`config.mk`:
```
export PLATFORM = sky130hd
export DESIGN_NAME = vending_change_dispenser
export DESIGN_NICKNAME = d
export VERILOG_FILES = /design/src/rtl/vending_pkg.sv /design/src/rtl/coin_tube.sv /design/src/rtl/vending_change_dispenser.sv
export SDC_FILE = /design/constraint.sdc
export NUM_CORES = 1
export LEC_CHECK = 0
export CAP_MARGIN = 20
export CORE_MARGIN = 2
export CORE_UTILIZATION = 53
export CTS_CLUSTER_DIAMETER = 100
export DETAILED_ROUTE_END_ITERATION = 7
export HOLD_SLACK_MARGIN = 0.1
export PLACE_DENSITY_LB_ADDON = 0.1
export SLEW_MARGIN = 20
export SYNTH_ARGS = -nofsm -noshare
export SYNTH_HDL_FRONTEND = slang
export SYNTH_SLANG_ARGS = --single-unit
```
`constraint.sdc`:
```
create_clock -name clk -period 3.4 [get_ports clk]
set_input_delay 1.02 -clock clk [delete_from_list [all_inputs] [get_ports clk]]
set_output_delay 1.02 -clock clk [all_outputs]
set_load 0.02 [all_outputs]
```
`src/rtl/vending_pkg.sv`:
```
// vending_pkg: shared states, coin encodings and amount width
// for the vending-machine change dispenser.
package vending_pkg;

    localparam int AMT_W = 3;

    typedef enum logic [2:0] {
        IDLE,
        SELECT,
        EJECT,
        FINISH,
        FAULT
    } state_t;

    localparam logic COIN1 = 1'b0;
    localparam logic COIN2 = 1'b1;

    localparam logic [AMT_W-1:0] COIN1_VAL = AMT_W'(1);
    localparam logic [AMT_W-1:0] COIN2_VAL = AMT_W'(2);

    function automatic logic [AMT_W-1:0] coin_value(input logic sel);
        return (sel == COIN2) ? COIN2_VAL : COIN1_VAL;
    endfunction

endpackage

```
`src/rtl/coin_tube.sv`:
```
// coin_tube: one coin tube inventory, saturating at TUBE_DEPTH,
// reloaded to INIT_CNT on reset.
module coin_tube #(
    parameter int TUBE_W     = 4,
    parameter int TUBE_DEPTH = 15,
    parameter int INIT_CNT   = 8
) (
    input  logic              clk,
    input  logic              rst,
    input  logic              inc,
    input  logic              dec,
    output logic [TUBE_W-1:0] count,
    output logic              empty
);

    localparam logic [TUBE_W-1:0] FULL = TUBE_W'(TUBE_DEPTH);
    localparam logic [TUBE_W-1:0] LOAD = TUBE_W'(INIT_CNT);
    localparam logic [TUBE_W-1:0] ONE  = TUBE_W'(1);

    logic [TUBE_W-1:0] count_q;
    logic [TUBE_W-1:0] count_d;

    // Refill saturates, eject never underflows, both at once cancel.
    always_comb begin
        count_d = count_q;
        if (inc && !dec) begin
            if (count_q < FULL) count_d = count_q + ONE;
        end else if (dec && !inc) begin
            if (count_q != '0) count_d = count_q - ONE;
        end
    end

    // Inventory register, reloaded on reset.
    always_ff @(posedge clk) begin
        if (rst) count_q <= LOAD;
        else     count_q <= count_d;
    end

    assign count = count_q;
    assign empty = (count_q == '0);

endmodule

```
`src/rtl/vending_change_dispenser.sv`:
```
// vending_change_dispenser: pays owed change greedily from a 2-unit
// and a 1-unit tube, one coin per ejector handshake.
module vending_change_dispenser
    import vending_pkg::*;
#(
    parameter int TUBE_W     = 4,
    parameter int TUBE_DEPTH = 15,
    parameter int INIT_CNT   = 8,
    parameter int TIMEOUT    = 16
) (
    input  logic              clk,
    input  logic              rst,
    input  logic              chg_valid,
    input  logic [AMT_W-1:0]  chg_amt,
    output logic              chg_ready,
    output logic              eject,
    output logic              eject_sel,
    input  logic              eject_done,
    input  logic              refill,
    input  logic              refill_sel,
    output logic [TUBE_W-1:0] cnt1,
    output logic [TUBE_W-1:0] cnt2,
    output logic [AMT_W-1:0]  owed,
    output logic              done,
    output logic              short,
    output logic              fault
);

    localparam int TMR_W = $clog2(TIMEOUT + 1);
    localparam logic [TMR_W-1:0] TLAST = TMR_W'(TIMEOUT - 1);
    localparam logic [TMR_W-1:0] TONE  = TMR_W'(1);

    state_t             state_q;
    logic               ready_q;
    logic               eject_q;
    logic               sel_q;
    logic               done_q;
    logic               short_q;
    logic               fault_q;
    logic [AMT_W-1:0]   owed_q;
    logic [TMR_W-1:0]   timer_q;

    logic inc1, inc2, dec1, dec2;
    logic empty1, empty2;
    logic ack;

    assign ack  = (state_q == EJECT) && eject_done;
    assign dec1 = ack && (sel_q == COIN1);
    assign dec2 = ack && (sel_q == COIN2);
    assign inc1 = refill && (refill_sel == COIN1);
    assign inc2 = refill && (refill_sel == COIN2);

    coin_tube #(
        .TUBE_W     (TUBE_W),
        .TUBE_DEPTH (TUBE_DEPTH),
        .INIT_CNT   (INIT_CNT)
    ) u_tube1 (
        .clk   (clk),
        .rst   (rst),
        .inc   (inc1),
        .dec   (dec1),
        .count (cnt1),
        .empty (empty1)
    );

    coin_tube #(
        .TUBE_W     (TUBE_W),
        .TUBE_DEPTH (TUBE_DEPTH),
        .INIT_CNT   (INIT_CNT)
    ) u_tube2 (
        .clk   (clk),
        .rst   (rst),
        .inc   (inc2),
        .dec   (dec2),
        .count (cnt2),
        .empty (empty2)
    );

    // Payout sequencer with registered handshake and status outputs.
    always_ff @(posedge clk) begin
        if (rst) begin
            state_q <= IDLE;
            ready_q <= 1'b1;
            eject_q <= 1'b0;
            sel_q   <= COIN1;
            done_q  <= 1'b0;
            short_q <= 1'b0;
            fault_q <= 1'b0;
            owed_q  <= '0;
            timer_q <= '0;
        end else begin
            done_q <= 1'b0;
            unique case (state_q)
                IDLE: begin
                    if (chg_valid) begin
                        ready_q <= 1'b0;
                        owed_q  <= chg_amt;
                        if (chg_amt == '0) begin
                            state_q <= FINISH;
                            done_q  <= 1'b1;
                            short_q <= 1'b0;
                        end else begin
                            state_q <= SELECT;
                        end
                    end
                end
                SELECT: begin
                    timer_q <= '0;
                    if (owed_q == '0) begin
                        state_q <= FINISH;
                        done_q  <= 1'b1;
                        short_q <= 1'b0;
                    end else if (owed_q >= COIN2_VAL && !empty2) begin
                        state_q <= EJECT;
                        eject_q <= 1'b1;
                        sel_q   <= COIN2;
                    end else if (!empty1) begin
                        state_q <= EJECT;
                        eject_q <= 1'b1;
                        sel_q   <= COIN1;
                    end else begin
                        // Only 2-unit coins left for a 1-unit debt: stop short.
                        state_q <= FINISH;
                        done_q  <= 1'b1;
                        short_q <= 1'b1;
                    end
                end
                EJECT: begin
                    if (eject_done) begin
                        owed_q  <= owed_q - coin_value(sel_q);
                        timer_q <= '0;
                        eject_q <= 1'b0;
                        state_q <= SELECT;
                    end else if (timer_q == TLAST) begin
                        eject_q <= 1'b0;
                        fault_q <= 1'b1;
                        state_q <= FAULT;
                    end else begin
                        timer_q <= timer_q + TONE;
                    end
                end
                FINISH: begin
                    short_q <= 1'b0;
                    ready_q <= 1'b1;
                    state_q <= IDLE;
                end
                FAULT: begin
                    state_q <= FAULT;
                end
                default: begin
                    state_q <= IDLE;
                    ready_q <= 1'b1;
                end
            endcase
        end
    end

    assign chg_ready = ready_q;
    assign eject     = eject_q;
    assign eject_sel = sel_q;
    assign done      = done_q;
    assign short     = short_q;
    assign fault     = fault_q;
    assign owed      = owed_q;

endmodule

```
* Word level (Yosys, flattened, before mapping)
Index checks and enable logic that the tools add are counted.
Storage, ports and cells: register bits after elaboration 25, bits in latches 0, bits in writable memories 0, ROM bits 0, input port bits 9, output and inout bits 17, logic and storage cells 127, memories kept 0
Operators by class: add/sub/neg operators 6, multiply operators 0, divide/modulo/power cells 0, $lt $le $gt $ge 3, equality and inequality tests 17, shift-type cells 0, multiplexer cells 45, bitwise gates (word level) 5, reduce and logical (&&, ||, !) cells 40
Operator list (count):
- $mux 4 | 8
- $mux 1 | 21
- $mux 3 | 5
- $reduce_and 3->1 | 5
- $ne 2x2->1 const B | 6
- $ne 3x3->1 const B | 4
- $pmux 3 s4 | 1
- $reduce_bool 2->1 | 6
- $logic_and 1x1->1 | 10
- $mux 5 | 2
- $pmux 5 s2 | 1
- $logic_not 3->1 | 3
- $add 4x1->4 const B | 2
- $logic_not 4->1 | 2
- $lt 4x4->1 const B | 2
- $reduce_bool 4->1 | 2
- $sub 4x1->4 const B | 2
- $eq 3x2->1 const B | 2
- $pmux 1 s2 | 3
- $pmux 3 s2 | 1
- $reduce_and 2->1 | 3
- $add 5x1->5 const B | 1
- $eq 5x4->1 const B | 1
- $logic_not 1->1 | 5
- other kinds (13) | 18

* Longest topological paths before layout
Gate-level depths: netlist of the first run.
word-level depth 7, mapped depth 8

* By module
Synthesis of the first run repeated with hierarchy kept, for this count alone.
Second synthesis, totals: cells, all modules 179, area, all modules 1577.8 µm²
By module, submodules not included:
- vending_change_dispenser | instances 1, cells an instance 121, area each 984.7 µm², seq. area each 340.3 µm²
- coin_tube | instances 2, cells an instance 29, area each 296.5 µm², seq. area each 80.1 µm²

* Least setup slack after synthesis of the first run
OpenSTA, ideal clock, no wires.
kind input port to flip-flop, start in eject_done, end reg u_tube1.count_q[3] (netlist: u_tube1.count[3]), data arrival time 2640 ps, required time 3271 ps, setup slack 631 ps, cell stages on the path 8, path buffers 1, path through buf_2 -> nand4bb_1 -> o21ai_0 -> ha_1 -> a21o_1 -> a21oi_1 -> nor4b_1 -> nor4_1
On the way: longest elaborated chain between the ends 6
RTL lines:
- from (decl) | RTL line vending_change_dispenser.sv:18 | input logic eject_done,
- $logic_and 1x1->1 (*) | RTL line vending_change_dispenser.sv:47 | assign ack = (state_q == EJECT) && eject_done;
- $logic_and 1x1->1 (*) | RTL line vending_change_dispenser.sv:48 | assign dec1 = ack && (sel_q == COIN1);
- $logic_not 1->1 | RTL line coin_tube.sv:26 | if (inc && !dec) begin
- $logic_and 1x1->1 | RTL line coin_tube.sv:26
- $ne 2x2->1 (no line) / $reduce_bool 2->1 (equally long branches)
- $reduce_and 3->1 (no line)
- to (signal assigned) | RTL line coin_tube.sv:36 | else count_q <= count_d;
- to (decl) | RTL line coin_tube.sv:20 | logic [TUBE_W-1:0] count_q;
Every way passes the cells marked *; elsewhere a longest branch is shown, timed or not. A chain may end at the register's enable or synchronous reset.

* Worst setup path in the final report of the first run
Ends and elaborated chain as after synthesis.

==> qor.yml, run 1 <==
fp.dieW_um: 58.2
slew_violations: 0
cts_resized: 0
ys_types: 46
cts_hold_buf: 0
critPathRequiredTime_ns: 3.63
critPathArrivalTime_ns: 3.24
ys.flop_type: "dfxtp_1"
fin_crit_sh: 0.884
power.total_mw: 1.13
port_buffers: 25
routed_wl_um: 3300
synth_most_common_cell: "dfxtp_1"
rsz0062_at_grt: "no"
path_clk_slew_ns: 0.15
die-area_mm2: 0.00339
first_pass_iters: 4
tightest_slew_ns: 0.802
clk_latency_ns: 0.33
p_seq_frac: 0.401
wl_per_cell_um: 13.8
synthTopCellsByArea: "dfxtp_1 32%, ha_1 5.6%, a21oi_1 5.1%"
synth_top_area_cell: "dfxtp_1"
async_reset_ff_frac: 0
synth_edf_count: 0
met1_usage: 0.268
clock_sinks: 25
setup_viol: 0
synth_common_cells: "25 x dfxtp_1, 16 x a21oi_1, 15 x o21ai_0, 12 x nor2_1, 11 x nor4_1"
crit_fanout: 4
clkPwrFrac: 0.121
io_pins: 26
grtUsageTotal: 0.211
max-slew-margin-rel: 0.460
yosysTopAreaCellShare: 0.321
p_int_mw: 0.655
grt_max_degree: 18
max-cap-violations: 0
grt_pass1_vias: 1346
timing.fmax_mhz: 333
finClkSkew_ns: 0.0160
switching_power_mw: 0.479
cts_setup_buffers: 0
dr_total_vias: 1485
root_buffer: "clkbuf_4"
viasPerCell: 6.21
drc: 0
holdCritPathClass: "flop to flop"
gr-usage-met2: 0.360
initial_core_util: 0.560
whs_ns: 0.500
area_growth_pct: 19.4
rows: 19
power_density_mw_per_mm2: 610
final_net_count: 228
period_needed_ns: 3.01
critical_path_class: "input pin to flop"
ys_seq_area_frac: 0.321
n_antenna_cell: 0
p_leak_nw: 0.682
start_kind: "input pin"
irDropWorstVdd_uv: 511
drive_gt1_frac: 0.0481
p_comb_frac: 0.478
setup_total_negative_slack_ns: 0
synth.avg_cell_area_um2: 8.42
place_hpwl_um: 2470
timing_hold_violations_final: 0
finalWeightedCongestion: 0.792
synth-seq-cells: 25
antenna_found_initial: 0
ctsHtreeMaxLevel: 1
synthCells: 185
grt_overflow: 0
end_kind: "flop"
tritoncts: "built"
cts_buffer_depth: 2
use_met3: 0.0201
synth_area_mm2: 0.00156
grt_pass1_wl_um: 5620
syn_nets: 204
p_sw_frac: 0.422
ant_nets: 0
fp.dieH_um: 58.2
status: "complete, no violations"
yosysWarningCount: 0
cts_buffers: 3
core_mm2: 0.00278
drtIter0Drc: 36
grt_busiest_layer: "met2"
power by group through the flow:
stage	clock network, mW	logic (mW)	registers (mW)
final	0.137	0.542	0.455
after global routing	0.154	0.601	0.471
after CTS	0.141	0.543	0.454
after detailed placement	0	0.540	0.464
after global placement	0	0.523	0.457
after floorplan	0	0.365	0.464
kinds of logic after synthesis:
| kind of cell | share of synthesized area |
|---|---|
| and+or+nand+nor | 0.336 |
| DFF | 0.321 |
| AOI/OAI and AO/OA | 0.171 |
| buffers and inverters | 0.0402 |
| adders and majority gates | 0.101 |
| xor gates and xnor gates | 0.0112 |
| muxes | 0.0193 |
layout make-up:
class / count / area (um2)
multi-input cells: 144 / 995
clock buffers: 3 / 22.5
clock inverters: 1 / 5.00
flip-flops and latches: 25 / 500
well taps: 31 / 38.8
inverters: 7 / 26.3
repair buffers: 28 / 273
fillers: 241 / 921
stage by stage:
stage	instance area [um2]	util	worst slack, ns	cells
finish	1860	0.669	0.394	239
global route	1860	0.669	0.215	239
CTS	1860	0.669	0.407	239
detailed placement	1830	0.659	0.0367	235
global placement	1830	0.659	0.183	235
floorplan	1560	-	0.631	185
flip-flops by register name, summed over array words and instances, names as in the netlist:
name           flops
eject_sel          1
eject              1
short              1
chg_ready          1
u_tube2.count      4
timer_q            5
done               1
u_tube1.count      4
owed               3
fault              1
state_q            3
placed cells by master (no fill, tap or decap), drive strengths merged, types with 2 or more instances in the layout:
| cell | instances |
|---|---|
| mux2i | 3 |
| nand2 | 8 |
| nand2b | 6 |
| and4 | 2 |
| a21o | 3 |
| nor2 | 12 |
| or3 | 4 |
| nor4 | 12 |
| clkdlybuf4s50 | 25 |
| and4b | 2 |
| o211ai | 2 |
| fa | 3 |
| and2 | 3 |
| or3b | 2 |
| nor4b | 4 |
| nor4bb | 2 |
| nor3b | 6 |
| dfxtp | 25 |
| ha | 7 |
| nor3 | 7 |
| o21ai | 15 |
| xnor2 | 2 |
| inv | 7 |
| clkbuf | 3 |
| and3 | 2 |
| a21oi | 16 |
| buf | 3 |
| nor2b | 4 |
metal layers:
layer / part of all wire / up-vias
li1: - / 742
met4: 0.014 / 0
met2: 0.47 / 29
met1: 0.49 / 709
met3: 0.031 / 5
met5: 0 / -
worst paths after layout:
check,startpoint,to,slack (ns),depth (start not counted)
worst min register to register,eject$_SDFFE_PP0P_,eject$_SDFFE_PP0P_,0.50,2
worst min-delay path,eject$_SDFFE_PP0P_,eject$_SDFFE_PP0P_,0.50,2
worst max-delay path,eject_done,u_tube1.count[3]$_SDFFE_PP1P_,0.39,8
worst max register to register,state_q[1]$_SDFFE_PP0P_,u_tube1.count[3]$_SDFFE_PP1P_,0.97,7
worst max-delay path, cell delays in order:
cell and delay, ns:
clkdlybuf4s50_1 0.53, nand4bb_1 0.20, o21ai_0 0.42, ha_1 0.31, a21o_1 0.17, a21oi_1 0.24, nor4b_1 0.25, nor4_1 0.09
Note: power is estimated with default switching activity, not from simulation.
==> run 2, diff against run 1 <==
--- a/config.mk
+++ b/config.mk
@@ -8,10 +8,10 @@
 export CAP_MARGIN = 20
 export CORE_MARGIN = 2
 export CORE_UTILIZATION = 53
-export CTS_CLUSTER_DIAMETER = 100
 export DETAILED_ROUTE_END_ITERATION = 7
 export HOLD_SLACK_MARGIN = 0.1
 export PLACE_DENSITY_LB_ADDON = 0.1
+export REMOVE_ABC_BUFFERS = 1
 export SLEW_MARGIN = 20
 export SYNTH_ARGS = -nofsm -noshare
 export SYNTH_HDL_FRONTEND = slang
==> qor.yml, run 2 (synthesis gave the netlist of run 1 again) <==
placed_area_mm2: 0.00184
route.met2.wl_um: 1710
max-cap-violations: 0
grtUsageTotal: 0.227
crit_fanout: 4
p_comb_frac: 0.477
holdCritPathClass: "flop to flop"
top_layer: "met4"
fp.dieW_um: 58.2
rsz0062_at_grt: "no"
die-area_mm2: 0.00339
mostFrequentLayoutCells: "25 x dfxtp_1, 25 x clkdlybuf4s50_1, 16 x a21oi_1, 15 x o21ai_0, 12 x nor2_1"
core_mm2: 0.00278
setup_viol: 0
drc: 0
n_antenna_cell: 0
viasPerCell: 6.18
setup_total_negative_slack_ns: 0
ctsHtreeMaxLevel: 1
clkPwrFrac: 0.123
crit_start: "eject_done"
ff2ff_setup_slack_ns: 1.04
tritoncts: "built"
grt_overflow: 0
place_hpwl_um: 2660
end_kind: "flop"
whs_ns: 0.503
io_pins: 26
timing.fmax_mhz: 342
finClkSkew_ns: 0.00433
grt_pass1_vias: 1431
cts_buffer_depth: 2
fin_crit_sh: 0.859
rr_worst_depth: 7
routed_wl_um: 3560
status: "complete, no violations"
dr_total_vias: 1482
p_seq_frac: 0.400
wl_per_cell_um: 14.8
drive_gt1_frac: 0.0526
p_int_mw: 0.656
clk_latency_ns: 0.32
critPathRequiredTime_ns: 3.62
first_pass_iters: 4
initial_core_util: 0.560
start_kind: "input pin"
multi_input_area_um2: 995
grt_pass1_wl_um: 6070
finalWeightedCongestion: 0.918
critical_path_class: "input pin to flop"
wl_met1_um: 1630
power.total_mw: 1.15
antenna_found_initial: 0
min_path_cells: 2
max-slew-margin-rel: 0.434
place_inst: 236
cts_resized: 0
timing_hold_violations_final: 0
fp.dieH_um: 58.2
power_density_mw_per_mm2: 616
slew_violations: 0
root_buffer: "clkbuf_4"
fill_cells: 254
hold_path.startpoint: "fault$_SDFFE_PP0P_"
largest_reg_flops: 5
rows: 19
cts_buffers: 3
drtIter0Drc: 59
final_net_count: 229
path_clk_slew_ns: 0.15
seqCellArea_um2: 500
switching_power_mw: 0.496
cts_setup_buffers: 0
reg2reg_from: "state_q[1]$_SDFFE_PP0P_"
grt_max_degree: 21
irDropWorstVdd_uv: 477
tightest_slew_ns: 0.842
area_growth_pct: 20.1
ant_nets: 0
p_sw_frac: 0.430
cts_hold_buf: 0
p_leak_nw: 0.683
critPathArrivalTime_ns: 3.14
final_cell_area_mm2: 0.00187
period_needed_ns: 2.92
clock_sinks: 25
dr_wl_met3_um: 203
final_cells: 240
port_buffers: 25
regMostFlops: "timer_q"
[run 2: worst paths after layout]
kind,endpoint
worst max register to register,u_tube1.count[3]$_SDFFE_PP1P_
worst min register to register,fault$_SDFFE_PP0P_
worst min-delay path,fault$_SDFFE_PP0P_
worst max-delay path,u_tube1.count[3]$_SDFFE_PP1P_
[run 2: per-stage QoR]
step,setup slack [ns],utilization
detailed placement,0.110,0.662
finish,0.479,0.673
global placement,0.287,0.662
global route,0.305,0.673
CTS,0.487,0.673
floorplan,0.795,-
[run 2: cell type report]
cell class / count / share of cell area
Multi-Input combinational cell: 144 / 0.532
Sequential cell: 25 / 0.268
Timing Repair Buffer: 29 / 0.150
Tap cell: 31 / 0.0207
Inverter: 7 / 0.0140
Clock buffer: 3 / 0.0120
Clock inverter: 1 / 0.00401
[run 2: worst max-delay path, cell delays in order]
cell,delay [ns]
clkdlybuf4s50_1,0.53
nand4bb_1,0.20
o21ai_0,0.29
ha_1,0.28
a21o_1,0.17
a21oi_1,0.26
nor4b_1,0.29
nor4_1,0.10
[run 2: power by group through the flow]
stage | sequential [mW] | clock, mW | combinational (mW)
global route | 0.476 | 0.161 | 0.607
global placement | 0.461 | 0 | 0.526
CTS | 0.458 | 0.148 | 0.548
floorplan | 0.488 | 0 | 0.326
finish | 0.461 | 0.142 | 0.550
detailed placement | 0.466 | 0 | 0.544
[run 2: per-layer routing]
metal | track usage | up-vias
met5 | 0 | -
met3 | 0.0357 | 2
li1 | - | 737
met2 | 0.375 | 41
met4 | 0.110 | 0
met1 | 0.288 | 702
